[src/rtl/rsa_pkg.sv]
// Shared constants and FSM state type for the RSA modular exponentiator.
// Holds the default prime width, the derived word width and the CALC cycle count.
package rsa_pkg;

  localparam int WIDTH_DEF    = 3;
  localparam int K_DEF        = 2 * WIDTH_DEF;
  localparam int CALC_CYC_DEF = K_DEF * K_DEF;

  typedef enum logic [1:0] {
    IDLE = 2'd0,
    CALC = 2'd1,
    OUT  = 2'd2
  } state_t;

  function automatic int calc_cycles(input int k);
    return k * k;
  endfunction

endpackage

[src/rtl/rsa_modmul.sv]
// Interleaved MSB-first modular multiplier a*b mod n, one bit of b per enabled cycle; result on o_done after K cycles.
// No backpressure: operands must be held stable while i_en is high; i_start clears the accumulator.
module rsa_modmul import rsa_pkg::*; #(
  parameter int K = K_DEF
) (
  input  logic         clk,
  input  logic         rst_n,
  input  logic         i_start,
  input  logic         i_en,
  input  logic [K-1:0] i_a,
  input  logic [K-1:0] i_b,
  input  logic [K-1:0] i_n,
  output logic         o_done,
  output logic [K-1:0] o_res
);

  localparam int CW = $clog2(K);
  localparam logic [CW-1:0] LAST = CW'(K - 1);

  logic [CW-1:0] r_cnt;
  logic [K-1:0]  r_acc;
  logic          w_bit;
  logic [K+1:0]  w_n;
  logic [K+1:0]  w_sum;
  logic [K+1:0]  w_sub1;
  logic [K-1:0]  w_sub2;

  // acc < n and a < n keep 2*acc + a below 3n, so two subtractions always land below n.
  always_comb begin
    w_bit  = i_b[LAST - r_cnt];
    w_n    = {2'b00, i_n};
    w_sum  = {1'b0, r_acc, 1'b0} + (w_bit ? {2'b00, i_a} : '0);
    w_sub1 = (w_sum >= w_n) ? (w_sum - w_n) : w_sum;
    w_sub2 = (w_sub1 >= w_n) ? K'(w_sub1 - w_n) : K'(w_sub1);
    o_res  = w_sub2;
    o_done = i_en && (r_cnt == LAST);
  end

  always_ff @(posedge clk or negedge rst_n) begin
    if (!rst_n) begin
      r_acc <= '0;
      r_cnt <= '0;
    end else if (i_start || o_done) begin
      r_acc <= '0;
      r_cnt <= '0;
    end else if (i_en) begin
      r_acc <= w_sub2;
      r_cnt <= r_cnt + 1'b1;
    end
  end

endmodule

[src/rtl/rsa_modexp.sv]
// Right-to-left square-and-multiply (M^EXP) mod N; fixed latency K*K+1 cycles from capture to out_valid.
// No backpressure: in_valid is ignored outside IDLE; optional OUT_ERR port under RSA_MODEXP_ERR_EN.
module rsa_modexp import rsa_pkg::*; #(
  parameter int WIDTH = WIDTH_DEF
) (
  input  logic               clk,
  input  logic               rst_n,
  input  logic               in_valid,
  input  logic [2*WIDTH-1:0] IN_N,
  input  logic [2*WIDTH-1:0] IN_EXP,
  input  logic [2*WIDTH-1:0] IN_M,
`ifdef RSA_MODEXP_ERR_EN
  output logic               OUT_ERR,
`endif
  output logic               out_valid,
  output logic [2*WIDTH-1:0] OUT_C
);

  localparam int K    = 2 * WIDTH;
  localparam int CYC  = calc_cycles(K);
  localparam int CNTW = $clog2(CYC);

  state_t          r_state;
  state_t          w_state_nxt;
  logic [K-1:0]    r_n;
  logic [K-1:0]    r_exp;
  logic [K-1:0]    r_b;
  logic [K-1:0]    r_r;
  logic            r_err;
  logic [CNTW-1:0] r_cnt;
  logic            r_out_valid;
  logic [K-1:0]    r_out_c;
  logic            w_start;
  logic            w_en;
  logic            w_in_err;
  logic            w_sq_done;
  logic            w_mul_done;
  logic [K-1:0]    w_sq_res;
  logic [K-1:0]    w_mul_res;

  always_ff @(posedge clk or negedge rst_n) begin
    if (!rst_n) r_state <= IDLE;
    else        r_state <= w_state_nxt;
  end

  always_comb begin
    w_state_nxt = r_state;
    w_start     = 1'b0;
    w_en        = 1'b0;
    case (r_state)
      IDLE: begin
        w_start = in_valid;
        if (in_valid) w_state_nxt = CALC;
      end
      CALC: begin
        w_en = 1'b1;
        if (r_cnt == CNTW'(CYC - 1)) w_state_nxt = OUT;
      end
      OUT:     w_state_nxt = IDLE;
      default: w_state_nxt = IDLE;
    endcase
  end

  assign w_in_err = (IN_N < K'(2)) || (IN_M >= IN_N);

  // Error cases zero R and B up front so they stay below N and the result falls out as 0.
  always_ff @(posedge clk or negedge rst_n) begin
    if (!rst_n) begin
      r_n   <= '0;
      r_exp <= '0;
      r_b   <= '0;
      r_r   <= '0;
      r_err <= 1'b0;
      r_cnt <= '0;
    end else if (w_start) begin
      r_n   <= IN_N;
      r_exp <= IN_EXP;
      r_b   <= w_in_err ? '0 : IN_M;
      r_r   <= w_in_err ? '0 : K'(1);
      r_err <= w_in_err;
      r_cnt <= '0;
    end else if (w_en) begin
      r_cnt <= r_cnt + 1'b1;
      if (w_sq_done && w_mul_done) begin
        r_b   <= w_sq_res;
        r_exp <= r_exp >> 1;
        if (r_exp[0]) r_r <= w_mul_res;
      end
    end
  end

  always_ff @(posedge clk or negedge rst_n) begin
    if (!rst_n) begin
      r_out_valid <= 1'b0;
      r_out_c     <= '0;
    end else begin
      r_out_valid <= (r_state == OUT);
      r_out_c     <= (r_state == OUT) ? r_r : '0;
    end
  end

  rsa_modmul #(.K(K)) u_sq (
    .clk     (clk),
    .rst_n   (rst_n),
    .i_start (w_start),
    .i_en    (w_en),
    .i_a     (r_b),
    .i_b     (r_b),
    .i_n     (r_n),
    .o_done  (w_sq_done),
    .o_res   (w_sq_res)
  );

  rsa_modmul #(.K(K)) u_mul (
    .clk     (clk),
    .rst_n   (rst_n),
    .i_start (w_start),
    .i_en    (w_en),
    .i_a     (r_r),
    .i_b     (r_b),
    .i_n     (r_n),
    .o_done  (w_mul_done),
    .o_res   (w_mul_res)
  );

  assign out_valid = r_out_valid;
  assign OUT_C     = r_out_c;

`ifdef RSA_MODEXP_ERR_EN
  logic r_out_err;

  always_ff @(posedge clk or negedge rst_n) begin
    if (!rst_n) r_out_err <= 1'b0;
    else        r_out_err <= (r_state == OUT) && r_err;
  end

  assign OUT_ERR = r_out_err;
`endif

endmodule
[config.mk]
export PLATFORM = sky130hd
export DESIGN_NAME = rsa_modexp
export DESIGN_NICKNAME = d
export VERILOG_FILES = /design/src/rtl/rsa_pkg.sv /design/src/rtl/rsa_modmul.sv /design/src/rtl/rsa_modexp.sv
export SDC_FILE = /design/constraint.sdc
export NUM_CORES = 1
export LEC_CHECK = 0
export CAP_MARGIN = 10
export CORE_UTILIZATION = 50
export DETAILED_ROUTE_END_ITERATION = 8
export GPL_TIMING_DRIVEN = 0
export PLACE_DENSITY = 0.72
export SLEW_MARGIN = 20
export SYNTH_ARGS = -nofsm -noshare
export SYNTH_HDL_FRONTEND = slang
export SYNTH_SLANG_ARGS = --single-unit
export TNS_END_PERCENT = 20
[constraint.sdc]
create_clock -name clk -period 6.8 [get_ports clk]
set_input_delay 2.04 -clock clk [delete_from_list [all_inputs] [get_ports clk]]
set_output_delay 2.04 -clock clk [all_outputs]
set_load 0.01 [all_outputs]
==> flow_summary_export.csv <==
group,metric,value,unit
outcome,status,"finished clean",
detailed_routing,drt_wl_total,10.4,mm
logic_synthesis,syn_area,0.00449,mm2
setup_path,critPathMostFrequentCell,"ha_1",
logic_synthesis,synthArstFlopShare,100,%
final_layout,diodes,0,
final_layout,area_growth_syn_to_layout,14.8,%
setup_path,cp-end-kind,"flip-flop",
timing,fin_crit_sh,94.0,%
grt,grt_pass1_vias,3753,
die,die-height,96.8,um
logic_synthesis,synth_flop_cell,"dfrtp_1",
detailed_routing,drt_first_pass_iters,6,
place,port_buffers,27,
logic_synthesis,synth-compound-area-share,16.9,%
setup_path,cp_max_fo,6,
die,fp.dieArea,0.00936,mm2
logic_synthesis,syn_inst,503,
timing,min_period,6.39,ns
die,coreArea,0.00872,mm2
logic_synthesis,muxShareOfSynthArea,9.28,%
grt,grtUsageTotal,23.5,%
job,drv_cap,0,
timing,final_hold_viol_count,0,
timing,clock.fmax,156,MHz
setup_path,slowest_delay,0.41,ns
setup_path,worstPathArrival,6.66,ns
clock_network,htree_levels,3,
setup_path,worstPathRequired,7.07,ns
timing,slew_headroom,50.5,%
logic_synthesis,synth_area_per_cell,8.93,um2
timing,worstMarginPinSlew,0.742,ns
logic_synthesis,syn-num-nets,575,
clock_network,clk_pin_slew_worst_paths,0.07,ns
timing,finalSetupTns,0,ns
clock_network,cts_buffers,9,
place,pre_cts_ws,0.246,ns
logic_synthesis,synth-xor-area-share,2.93,%
logic_synthesis,ys_seq_area_share,31.8,%
logic_synthesis,synthAdderAreaFrac,15.2,%
grt,grt_pass1_wl,17.8,mm
grt,grt_overflow,0,
die,die_x,96.8,um
logic_synthesis,synth_simple_gate_area_share,19.7,%
clock_network,clockBufferDepth,2,
logic_synthesis,synth_top_family_by_area,"simple AND/OR/NAND/NOR gates",
die,initial_core_util,51.5,%
clock_network,insertion_delay,0.34,ns
timing,rsz0062_at_grt,"false",
hold_path,hp-class,"reg -> reg",
detailed_routing,drtAntennaViolNets,0,
final_layout,drive_above_1_share,8.91,%
timing,skew,0.00764,ns
setup_path,critPathSlowestCell,"fa_1",
timing,fin_ws,0.409,ns
timing,report.final.slew_viol_count,0,
place,hpwlAfterDp,8.07,mm
grt,antenna_found_initial,0,
detailed_routing,drcViolationCount,0,
setup_path,path_class,"reg -> reg",
clock_network,cts_hold_buf,0,
logic_synthesis,synth_edf_count,0,
detailed_routing,drtIter0Drc,208,
logic_synthesis,ys_seq_elements,57,
detailed_routing,dr_total_vias,3796,
place,place_congestion,0.867,
clock_network,cts_tree,"built",
timing,final-setup-viol-count,0,
die,num_rows,34,
clock_network,cts_sinks,57,
setup_path,cp-start-kind,"flip-flop",
clock_network,cts_root_buffer,"clkbuf_8",
detailed_routing,vias_per_cell,5.77,
grt,grt_max_degree,58,
final_layout,final_nets,617,
logic_synthesis,ys_types,63,
detailed_routing,wl_per_cell,15.9,um
logic_synthesis,ys_warn_count,0,
die,num_io_pins,28,
-- path summary, 6_finish.rpt --
kind	startpoint	endpoint	slack, ns	depth (start not counted)
worst min register to register	r_r[4]	r_r[4]	0.49	2
max in group asynchronous	rst_n	r_cnt[0]	4.55	1
min in group asynchronous	rst_n	r_n[5]	1.76	1
worst max register to register	u_mul.r_cnt[1]	u_mul.r_acc[1]	0.41	29
worst min-delay path	r_r[4]	r_r[4]	0.49	2
worst max-delay path	u_mul.r_cnt[1]	u_mul.r_acc[1]	0.41	29
-- sequential cells by signal (all words and copies together) (netlist names), 6 cells and up --
signal / flops
r_n: 6
u_sq.r_acc: 6
r_cnt: 6
r_b: 6
r_exp: 6
OUT_C: 6
u_mul.r_acc: 6
r_r: 6
-- cell usage in the layout, fill, tap and decap left out, types with 11 or more instances in the layout --
master and n:
nand2_1 62, mux2i_1 18, ha_1 45, clkdlybuf4s50_1 26
mux2_2 11, o21ai_0 47, a21oi_1 22, dfrtp_1 57
nor2b_1 20, inv_1 36, nor2_1 32, nand2b_1 11
-- stage by stage --
stage	cell area, um2	hold slack, ns	instances	utilization, %
floorplan	4490	0.445	503	-
global placement	4900	0.472	638	56.1
detailed placement	4890	0.481	638	56.1
CTS	5120	0.497	654	58.7
global route	5150	0.519	658	59.1
finish	5150	0.494	658	59.1
-- cells in the mapped netlist, drive strengths merged, types with 3 or more instances --
cell     n  area (um2)
nor2    32         120
mux2i   18         180
dfrtp   57        1430
and2     8        50.1
nor3    10        50.1
a21boi   4        30.0
a21oi   22         110
nand4    6        37.5
nor2b   20         125
nand2b  11        68.8
mux2    16         191
nor3b    3        22.5
clkbuf   9        33.8
fa       6         120
inv     37         139
xnor2    8        70.1
o21ai   54         270
a31oi    3        18.8
nand3   10        55.1
a21o     5        37.5
ha      45         563
xor2     7        61.3
a22oi    7        62.6
o21a     3        22.5
nand2   62         233
-- layer usage --
metal	vias to the layer above	global-route usage (%)	wire length (um)
met5	-	0	0
met4	0	7.58	125
met3	11	3.40	233
met2	68	39.2	5290
met1	1857	31.5	4780
li1	1860	-	-
-- kinds of logic (layout without fill, tap and decap cells) --
kind of cell	Yosys count	in the layout
muxes	36	36
and+or+nand+nor	175	175
adders and majority gates	51	51
DFF	57	57
AOI/OAI and AO/OA	121	121
xor gates and xnor gates	15	15
buffers and inverters	48	95
-- cell type report --
cell class                      instances  area [um2]
Inverter                               37         139
Clock buffer                            9         124
Fill cell                             744        3570
Tap cell                              108         135
Clock inverter                          7         103
Timing Repair Buffer                   31         298
Buffer                                 11        50.0
Multi-Input combinational cell        398        2880
Sequential cell                        57        1430
-- timing repair --
| action | in CTS | in global routing |
|---|---|---|
| resized for setup | 0 | 2 |
| hold endpoints to repair | 0 | 0 |
| setup endpoints to repair | 0 | 14 |
| setup buffers | 0 | 4 |
-- critical path, delay by kind of cell, from the launching register on --
kind | cells | cell delay (ns)
xor+xnor | 1 | 0.22
compound gates | 8 | 1.29
simple gates | 7 | 1.14
buf+inv | 4 | 0.41
mux | 3 | 1.00
fa+ha+maj | 6 | 1.88
flops | 1 | 0.37
Power is not shown: default switching activity piles up to over one toggle a cycle in this logic, so the estimate is an artifact.
